<file path="src/rtl/drink_dispense_arbiter_if.sv">
// rtl/drink_dispense_arbiter_if.sv - coin, dispenser handshake and customer output bundle
interface drink_dispense_arbiter_if #(
  parameter int CREDIT_W = 3
);
  logic [1:0]          coin0;
  logic [1:0]          coin1;
  logic                dispense_done;
  logic                dispense_req;
  logic                dispense_id;
  logic                drink0;
  logic                drink1;
  logic [CREDIT_W-1:0] back0;
  logic [CREDIT_W-1:0] back1;
  logic                busy0;
  logic                busy1;

  modport slave (
    input  coin0, coin1, dispense_done,
    output dispense_req, dispense_id, drink0, drink1, back0, back1, busy0, busy1
  );

  modport master (
    output coin0, coin1, dispense_done,
    input  dispense_req, dispense_id, drink0, drink1, back0, back1, busy0, busy1
  );
endinterface

</file>
<file path="src/rtl/drink_dispense_arbiter.sv">
// rtl/drink_dispense_arbiter.sv - two-port coin front end sharing one dispenser via round-robin
module drink_dispense_arbiter #(
  parameter int PRICE    = 4,
  parameter int CREDIT_W = 3
) (
  input logic                   clk,
  input logic                   reset,
  drink_dispense_arbiter_if.slave bus
);

  typedef enum logic [1:0] {P_IDLE, P_PEND, P_SERV} port_st_e;
  typedef enum logic {A_FREE, A_BUSY} arb_st_e;

  logic [1:0]          coin     [2];
  port_st_e            st_q     [2];
  logic [CREDIT_W-1:0] credit_q [2];
  logic [CREDIT_W-1:0] back_q   [2];
  logic [CREDIT_W-1:0] add_d    [2];
  logic                drink_q  [2];
  arb_st_e             arb_q;
  logic                rr_q;
  logic                req_q;
  logic                id_q;
  logic [1:0]          cand;
  logic                grant_v;
  logic                grant_id;

  assign coin[0] = bus.coin0;
  assign coin[1] = bus.coin1;

  // A cancel in the same cycle removes the port from arbitration.
  always_comb begin
    cand = 2'b00;
    for (int p = 0; p < 2; p++) begin
      add_d[p] = credit_q[p] + CREDIT_W'(coin[p]);
      cand[p]  = (st_q[p] == P_PEND) && (coin[p] != 2'b11);
    end
    grant_v  = (arb_q == A_FREE) && (cand != 2'b00);
    grant_id = (cand == 2'b11) ? rr_q : cand[1];
  end

  always_ff @(posedge clk or negedge reset) begin
    if (!reset) begin
      for (int p = 0; p < 2; p++) begin
        st_q[p]     <= P_IDLE;
        credit_q[p] <= '0;
        back_q[p]   <= '0;
        drink_q[p]  <= 1'b0;
      end
      arb_q <= A_FREE;
      rr_q  <= 1'b0;
      req_q <= 1'b0;
      id_q  <= 1'b0;
    end else begin
      for (int p = 0; p < 2; p++) begin
        drink_q[p] <= 1'b0;
        back_q[p]  <= '0;
        case (st_q[p])
          P_IDLE: begin
            case (coin[p])
              2'b01, 2'b10: begin
                credit_q[p] <= add_d[p];
                if (add_d[p] >= CREDIT_W'(PRICE)) st_q[p] <= P_PEND;
              end
              2'b11: begin
                back_q[p]   <= credit_q[p];
                credit_q[p] <= '0;
              end
              default: ;
            endcase
          end
          P_PEND: begin
            if (coin[p] == 2'b11) begin
              back_q[p]   <= credit_q[p];
              credit_q[p] <= '0;
              st_q[p]     <= P_IDLE;
            end else if (grant_v && (grant_id == 1'(p))) begin
              st_q[p] <= P_SERV;
            end
          end
          P_SERV: begin
            if (bus.dispense_done && (id_q == 1'(p))) begin
              drink_q[p]  <= 1'b1;
              back_q[p]   <= credit_q[p] - CREDIT_W'(PRICE);
              credit_q[p] <= '0;
              st_q[p]     <= P_IDLE;
            end
          end
          default: st_q[p] <= P_IDLE;
        endcase
      end

      case (arb_q)
        A_FREE: begin
          if (grant_v) begin
            req_q <= 1'b1;
            id_q  <= grant_id;
            arb_q <= A_BUSY;
          end
        end
        A_BUSY: begin
          if (bus.dispense_done) begin
            req_q <= 1'b0;
            rr_q  <= ~id_q;
            arb_q <= A_FREE;
          end
        end
        default: arb_q <= A_FREE;
      endcase
    end
  end

  assign bus.dispense_req = req_q;
  assign bus.dispense_id  = id_q;
  assign bus.drink0       = drink_q[0];
  assign bus.drink1       = drink_q[1];
  assign bus.back0        = back_q[0];
  assign bus.back1        = back_q[1];
  assign bus.busy0        = (st_q[0] != P_IDLE);
  assign bus.busy1        = (st_q[1] != P_IDLE);

endmodule

</file>
<file path="src/flat_wrapper.sv">
// flat-port wrapper written by rule: the top's interface ports become plain ports
module drink_dispense_arbiter_flat 
#(
  parameter int PRICE    = 4,
  parameter int CREDIT_W = 3
)
  (clk, reset, bus_coin0, bus_coin1, bus_dispense_done, bus_dispense_req, bus_dispense_id, bus_drink0, bus_drink1, bus_back0, bus_back1, bus_busy0, bus_busy1);
  drink_dispense_arbiter_if #(.CREDIT_W(CREDIT_W)) bus_i ();
  input logic clk;
  input logic reset;
  input wire logic [$bits(bus_i.coin0)-1:0] bus_coin0;
  input wire logic [$bits(bus_i.coin1)-1:0] bus_coin1;
  input wire logic [$bits(bus_i.dispense_done)-1:0] bus_dispense_done;
  output wire logic [$bits(bus_i.dispense_req)-1:0] bus_dispense_req;
  output wire logic [$bits(bus_i.dispense_id)-1:0] bus_dispense_id;
  output wire logic [$bits(bus_i.drink0)-1:0] bus_drink0;
  output wire logic [$bits(bus_i.drink1)-1:0] bus_drink1;
  output wire logic [$bits(bus_i.back0)-1:0] bus_back0;
  output wire logic [$bits(bus_i.back1)-1:0] bus_back1;
  output wire logic [$bits(bus_i.busy0)-1:0] bus_busy0;
  output wire logic [$bits(bus_i.busy1)-1:0] bus_busy1;
  assign bus_i.coin0 = bus_coin0;
  assign bus_i.coin1 = bus_coin1;
  assign bus_i.dispense_done = bus_dispense_done;
  assign bus_dispense_req = bus_i.dispense_req;
  assign bus_dispense_id = bus_i.dispense_id;
  assign bus_drink0 = bus_i.drink0;
  assign bus_drink1 = bus_i.drink1;
  assign bus_back0 = bus_i.back0;
  assign bus_back1 = bus_i.back1;
  assign bus_busy0 = bus_i.busy0;
  assign bus_busy1 = bus_i.busy1;
  drink_dispense_arbiter #(.PRICE(PRICE), .CREDIT_W(CREDIT_W)) u_core (.clk(clk), .reset(reset), .bus(bus_i));
endmodule
</file>
<file path="config.mk">
export PLATFORM = sky130hd
export DESIGN_NAME = drink_dispense_arbiter_flat
export DESIGN_NICKNAME = d
export VERILOG_FILES = /design/src/rtl/drink_dispense_arbiter_if.sv /design/src/rtl/drink_dispense_arbiter.sv /design/src/flat_wrapper.sv
export SDC_FILE = /design/constraint.sdc
export NUM_CORES = 1
export LEC_CHECK = 0
export BUFFER_PORTS_ARGS = -buffer_cell sky130_fd_sc_hd__buf_2
export CAP_MARGIN = 20
export CORE_ASPECT_RATIO = 1.2
export CORE_MARGIN = 2
export CORE_UTILIZATION = 51
export DETAILED_ROUTE_END_ITERATION = 8
export PLACE_DENSITY = 0.83
export SLEW_MARGIN = 20
export SYNTH_ARGS = -nofsm -noshare
export SYNTH_HDL_FRONTEND = slang
export SYNTH_SLANG_ARGS = --single-unit
</file>
<file path="constraint.sdc">
create_clock -name clk -period 2.04 [get_ports clk]
set_clock_uncertainty 0.15 [all_clocks]
set_input_delay 0.102 -clock clk [delete_from_list [all_inputs] [get_ports clk]]
set_output_delay 0.102 -clock clk [all_outputs]
set_load 0.01 [all_outputs]
</file>
* Yosys cells after proc, flatten, opt, wreduce, memory -nomap -nowiden
Index checks and enable logic that the tools add are counted.
Cells by class: add/sub/neg operators 4, order comparisons 2, equal/unequal tests 27, muxes and demuxes 37, bitwise gates (word level) 3, reductions and logical operators 25
Operators by type and width (number):
- $mux 3 | 8
- $pmux 3 s2 | 4
- $mux 2 | 10
- $pmux 3 s3 | 2
- $reduce_and 4->1 | 4
- $eq 2x2->1 const B | 7
- $ne 2x2->1 const B | 7
- $pmux 2 s3 | 2
- $ne 2x1->1 const B | 5
- $mux 1 | 9
- $eq 2x1->1 const B | 4
- $reduce_or 2->1 | 4
- $logic_and 1x1->1 | 7
- $add 3x2->3 | 2
- $ge 3x3->1 const B | 2
- $ne 3x2->1 const B | 2
- $ne 3x3->1 const B | 2
- $reduce_and 2->1 | 3
- $reduce_bool 2->1 | 3
- $reduce_bool 3->1 | 2
- $sub 3x3->3 const B | 2
- $logic_not 2->1 | 2
- $pmux 1 s2 | 2
- $not 1->1 | 3
Word-level totals: flip-flop bits (word level) 22, input bits 7, output and inout bits 12, word-level logic and storage cells 110

* Depth between registers and ports, before layout
word-level depth 9, mapped depth 7, gate-level depth less buffers 7

* Worst setup path after synthesis
No wires, ideal clock.
kind register -> register, start point register u_core.credit_q[3] (netlist name), end point register u_core.st_q[2] (netlist name), setup time 0.125 ns, arrival time 1.598 ns, data required time 1.765 ns, path slack 0.167 ns, cell stages (with the launch flop) 8, path buffers 0, clock period less this slack 1.873 ns, cell sequence dfrtp_1 > ha_1 > inv_1 > fa_1 > xor2_1 > a221oi_2 > o21ai_2 > mux2i_1
On the way: longest elaborated chain between the ends 4
RTL lines:
- start: declaration | line drink_dispense_arbiter.sv:16 | logic [CREDIT_W-1:0] credit_q [2];
- start signal: indexed assignment | line drink_dispense_arbiter.sv:62 | credit_q[p] <= add_d[p];
- $add 3x2->3 | line drink_dispense_arbiter.sv:35 | add_d[p] = credit_q[p] + CREDIT_W'(coin[p]);
- $ge 3x3->1 | line drink_dispense_arbiter.sv:63 | if (add_d[p] >= CREDIT_W'(PRICE)) st_q[p] <= P_PEND;
- $ne 2x1->1 (no line)
- $reduce_and 4->1 (no line)
- end signal: indexed assignment | line drink_dispense_arbiter.sv:45 | st_q[p] <= P_IDLE;
- end signal: indexed assignment | line drink_dispense_arbiter.sv:63
- end signal: indexed assignment | line drink_dispense_arbiter.sv:76 | st_q[p] <= P_IDLE;
- end: declaration | line drink_dispense_arbiter.sv:15 | port_st_e st_q [2];
No other way between the ends. A chain may end at the register's enable or synchronous reset.

* Worst setup path after layout
start point register u_core.credit_q[0] (netlist name), end point register u_core.st_q[0] (netlist name)
Same word-level chain as after synthesis.

==> impl_summary.md <==
Power and ir drop
Of the total power, the share spent switching nets is 0.416. In this run the power density over the cells is 1380 nW/um^2. In this run the static leakage power is about 0.76 nW. The clock network fraction of total power is 0.117. The internal power contribution is roughly 1.2 mW. The peak supply drop is about 0.83 mV. Of the total power, combinational logic draws 0.534. For this design the total switching power over the nets is approximately 0.84 mW.

The share of total power dissipated in sequential elements is 0.349.

Placement
In this run the cell area measured after placement is 1380 sq um. The count of port buffers added during placement is 18. The congestion estimate from routability-driven global placement came to ~0.86. Detailed placement finished with a half-perimeter wire length of about 1900 um.

Yosys
The netlist uses 30 different library cells. For this run, the register share of the synthesized area comes to 0.439. The top cell type by total area after synthesis is sky130_fd_sc_hd__dfrtp_1.

The count of yosys warnings during synthesis is 0. The synthesized area per cell is roughly 10 sq um. The mapped cell area is 1250 sq um. By area the synthesized netlist is led by sky130_fd_sc_hd__dfrtp_1 (44%), sky130_fd_sc_hd__ha_1 (12%), sky130_fd_sc_hd__inv_1 (5.7%). The area fraction of the dominant cell type after synthesis is 0.439. The synthesized design contains 22 register bits. The number of standard cells after synthesis is 125. The number of nets handed over by synthesis was roughly 150.

Global routing
The total global routing overflow is 0. The via count of the first global-routing pass is between 900 and 1000. The overall routing resource usage is 0.179. Entering global routing, the biggest net connects 23 pins. The number of antenna violations at the first check in global routing is 0.

The first-pass GRT wire length is 3930 um.

Route
The routed design has 2370 um of wire. The number of DRC violations after detailed routing is 0. The total number of vias is between 900 and 1000. The detailed router finished its first iteration with 14 violations. After detailed routing, the average wire length per cell comes to about 13 um. Dividing the detail-routed via count by the number of cells gives 5.39. The number of detailed-routing iterations run before antenna repair is 6. The count of nets left with antenna violations once routing finished came out at 0.

Clock tree
The tree built by TritonCTS fans out to 22 sinks. In this run the number of H-tree levels came out at 1. The later pin in the worst-skew pair is clocked with a latency of 0.30 ns. Clock-pin slew was measured on the worst setup and hold paths at 0.12 ns. The number of clock buffers added by TritonCTS is 3. No sink is reached through more buffers than the 2 on the longest clock path. TritonCTS built the clock tree. The buffer cell driving the clock tree root is sky130_fd_sc_hd__clkbuf_4.

Critical path
The worst-case register-to-register setup slack is just over 0.1 ns. The worst setup path is of the reg2reg kind. The largest driver fanout on the critical path is 3. The logic depth of the worst register-to-register path is 7. The startpoint identified for the worst register-to-register timing path is u_core.credit_q[0]. The slowest cell on the critical path is sky130_fd_sc_hd__dfrtp_1.

Traced cell by cell, the critical path runs through ha_2 > inv_2 > fa_2 > xor2_2 > a211oi_2 > o21ai_1 > mux2i_1. The worst setup path is launched from a flop. The worst reg2reg path endpoint is u_core.st_q[0]. The launch point of the worst path is u_core.credit_q[0]. The worst stage delay on the critical path is 0.39 ns. The capturing element type of the critical path is a flop.

Data on the critical path is required at its endpoint by 2.09 ns. For the worst setup path, the data arrival time is 1.99 ns. The critical path ends at u_core.st_q[0].

Timing
Setup repair after global routing left no endpoint under its margin. At the pin with the least slew margin, the transition time is 0.495 ns. In the final timing run, aggregate negative setup slack is 0 ns.

The achievable clock frequency is 516 MHz. Setup violations remaining at the end of the flow were counted as 0. The time the final worst path needs with I/O delays and setup is 1.94 ns. Headroom to the max-slew limit came out at 0.670. The number of failing hold endpoints at the final stage is 0. The max-slew violation count is 0. Across all hold checks on the routed design, the worst slack comes to just under 0.08 ns. The final cycle utilization of the critical path is 0.950.

Finish
In the final design database the tool counted approximately 170 nets. The synthesis-to-finish area growth is 17.1%. In the layout the commonest cells are sky130_fd_sc_hd__dfrtp_1 (22), sky130_fd_sc_hd__inv_1 (18), sky130_fd_sc_hd__buf_2 (18), sky130_fd_sc_hd__nor2_1 (12), sky130_fd_sc_hd__ha_1 (11). The share of layout cells above drive strength 1 is 0.245. The summed area of non-filler cells in the final layout is 1470 sq um. The commonest non-fill, non-tap cell in the layout is sky130_fd_sc_hd__dfrtp_1.

0 antenna diodes ended up in the layout.

Hold path
In this run the worst hold path is classified as in2reg.

Die
The starting density of the core is 0.544. After floorplanning, the core was sized to cover 2310 sq um. The die covers 2880 sq um.

From left edge to right edge, the die measures between 40 and 50 um. For this design the top-level I/O count stands at 19. The floorplan has 19 rows.

The die is 58.3 um tall.

Outcome
The run finished with clean final reports.

Flow run
The tool flagged a number of max-cap violations equal to 0.
repair_timing:
item / 4_1_cts / 5_1_grt
hold buffers: 2 / 0
gates resized for setup: 0 / 5
endpoints found under the setup margin: 1 / 4
pin swaps: 1 / 5
endpoints found under the hold margin: 27 / 0
buffers inserted: 0 / 2
worst max-delay path, delay by kind of cell (launching register included):
family	cells	cell delay [ns]
adders and majority gates	2	0.54
AOI/OAI and AO/OA	2	0.43
DFF	1	0.39
xor gates and xnor gates	1	0.16
muxes	1	0.14
buffers and inverters	1	0.03
cell usage after synthesis:
master / n
sky130_fd_sc_hd__nor3_1: 1
sky130_fd_sc_hd__o2111ai_1: 1
sky130_fd_sc_hd__or2_2: 1
sky130_fd_sc_hd__nand2_1: 5
sky130_fd_sc_hd__nand2b_1: 4
sky130_fd_sc_hd__nor2_1: 12
sky130_fd_sc_hd__nor2b_1: 2
sky130_fd_sc_hd__o21ai_0: 3
sky130_fd_sc_hd__ha_1: 12
sky130_fd_sc_hd__a211oi_2: 1
sky130_fd_sc_hd__o21a_1: 2
sky130_fd_sc_hd__o21ai_1: 2
sky130_fd_sc_hd__a221oi_2: 1
sky130_fd_sc_hd__nand3b_1: 1
sky130_fd_sc_hd__o211ai_1: 1
sky130_fd_sc_hd__a21oi_1: 9
sky130_fd_sc_hd__dfrtp_1: 22
sky130_fd_sc_hd__a21boi_0: 1
sky130_fd_sc_hd__mux2i_1: 4
sky130_fd_sc_hd__fa_1: 2
sky130_fd_sc_hd__xor2_1: 2
sky130_fd_sc_hd__mux2_2: 3
sky130_fd_sc_hd__o21ba_2: 1
sky130_fd_sc_hd__o21ai_2: 1
sky130_fd_sc_hd__o2bb2ai_1: 1
sky130_fd_sc_hd__inv_1: 19
sky130_fd_sc_hd__a31oi_1: 3
sky130_fd_sc_hd__and2_1: 5
sky130_fd_sc_hd__nand3_1: 2
sky130_fd_sc_hd__and2b_1: 1
worst min-delay path by stage:
stage	endpoint	cells past startpoint	slack (ns)	start
after global routing	u_core.credit_q[3]	4	0.13	bus_coin0[0]
after floorplan	u_core.arb_q	0	-0.34	reset
after detailed placement	u_core.bus.drink1	1	-0.05	reset
final	u_core.credit_q[3]	4	0.08	bus_coin0[0]
after CTS	u_core.credit_q[3]	4	0.07	bus_coin0[0]
after global placement	u_core.st_q[0]	1	-0.07	reset
sequential cells by signal (all words and copies together), names as in the netlist:
| signal | cells |
|---|---|
| u_core.bus.dispense_req | 1 |
| u_core.bus.drink1 | 1 |
| u_core.bus.dispense_id | 1 |
| u_core.rr_q | 1 |
| u_core.arb_q | 1 |
| u_core.credit_q | 6 |
| u_core.bus.back0 | 3 |
| u_core.st_q | 4 |
| u_core.bus.drink0 | 1 |
| u_core.bus.back1 | 3 |
stage by stage:
stage / util / std cells / worst slack [ns] / total power, mW
after global routing: 0.638 / 182 / 0.00597 / 2.19
after global placement: 0.600 / 174 / 0.123 / 1.67
after floorplan: - / 125 / 0.167 / 1.46
after CTS: 0.625 / 180 / 0.0194 / 1.98
final: 0.638 / 182 / 0.101 / 2.03
after detailed placement: 0.600 / 174 / 0.00327 / 1.74
logic make-up after synthesis:
logic type | share of synthesized area
DFF | 0.439
buffers and inverters | 0.0568
and+or+nand+nor | 0.135
xor gates and xnor gates | 0.0140
muxes | 0.0588
AOI/OAI and AO/OA | 0.146
adders and majority gates | 0.152
metal layers:
layer,wire length [um],track usage
met1,931,0.187
met5,0,0
met2,1320,0.344
met3,76,0.0406
met4,40,0.0735
power by group through the flow:
| stage | Clock, mW | Sequential, mW | Combinational, mW |
|---|---|---|---|
| 2_1_floorplan | 0 | 0.710 | 0.750 |
| 3_3_place_gp | 0 | 0.704 | 0.962 |
| 3_5_place_dp | 0 | 0.715 | 1.03 |
| 4_1_cts | 0.243 | 0.705 | 1.03 |
| 5_1_grt | 0.264 | 0.734 | 1.20 |
| 6_report | 0.236 | 0.708 | 1.08 |
layout make-up:
class	instances	area, sq um
sequential	22	551
tap	31	38.8
timing repair buffer	22	125
inverter	19	71.3
fill	209	836
clock buffer	4	36.3
multi-input combinational	84	648
Power figures use the tool's default switching activity.
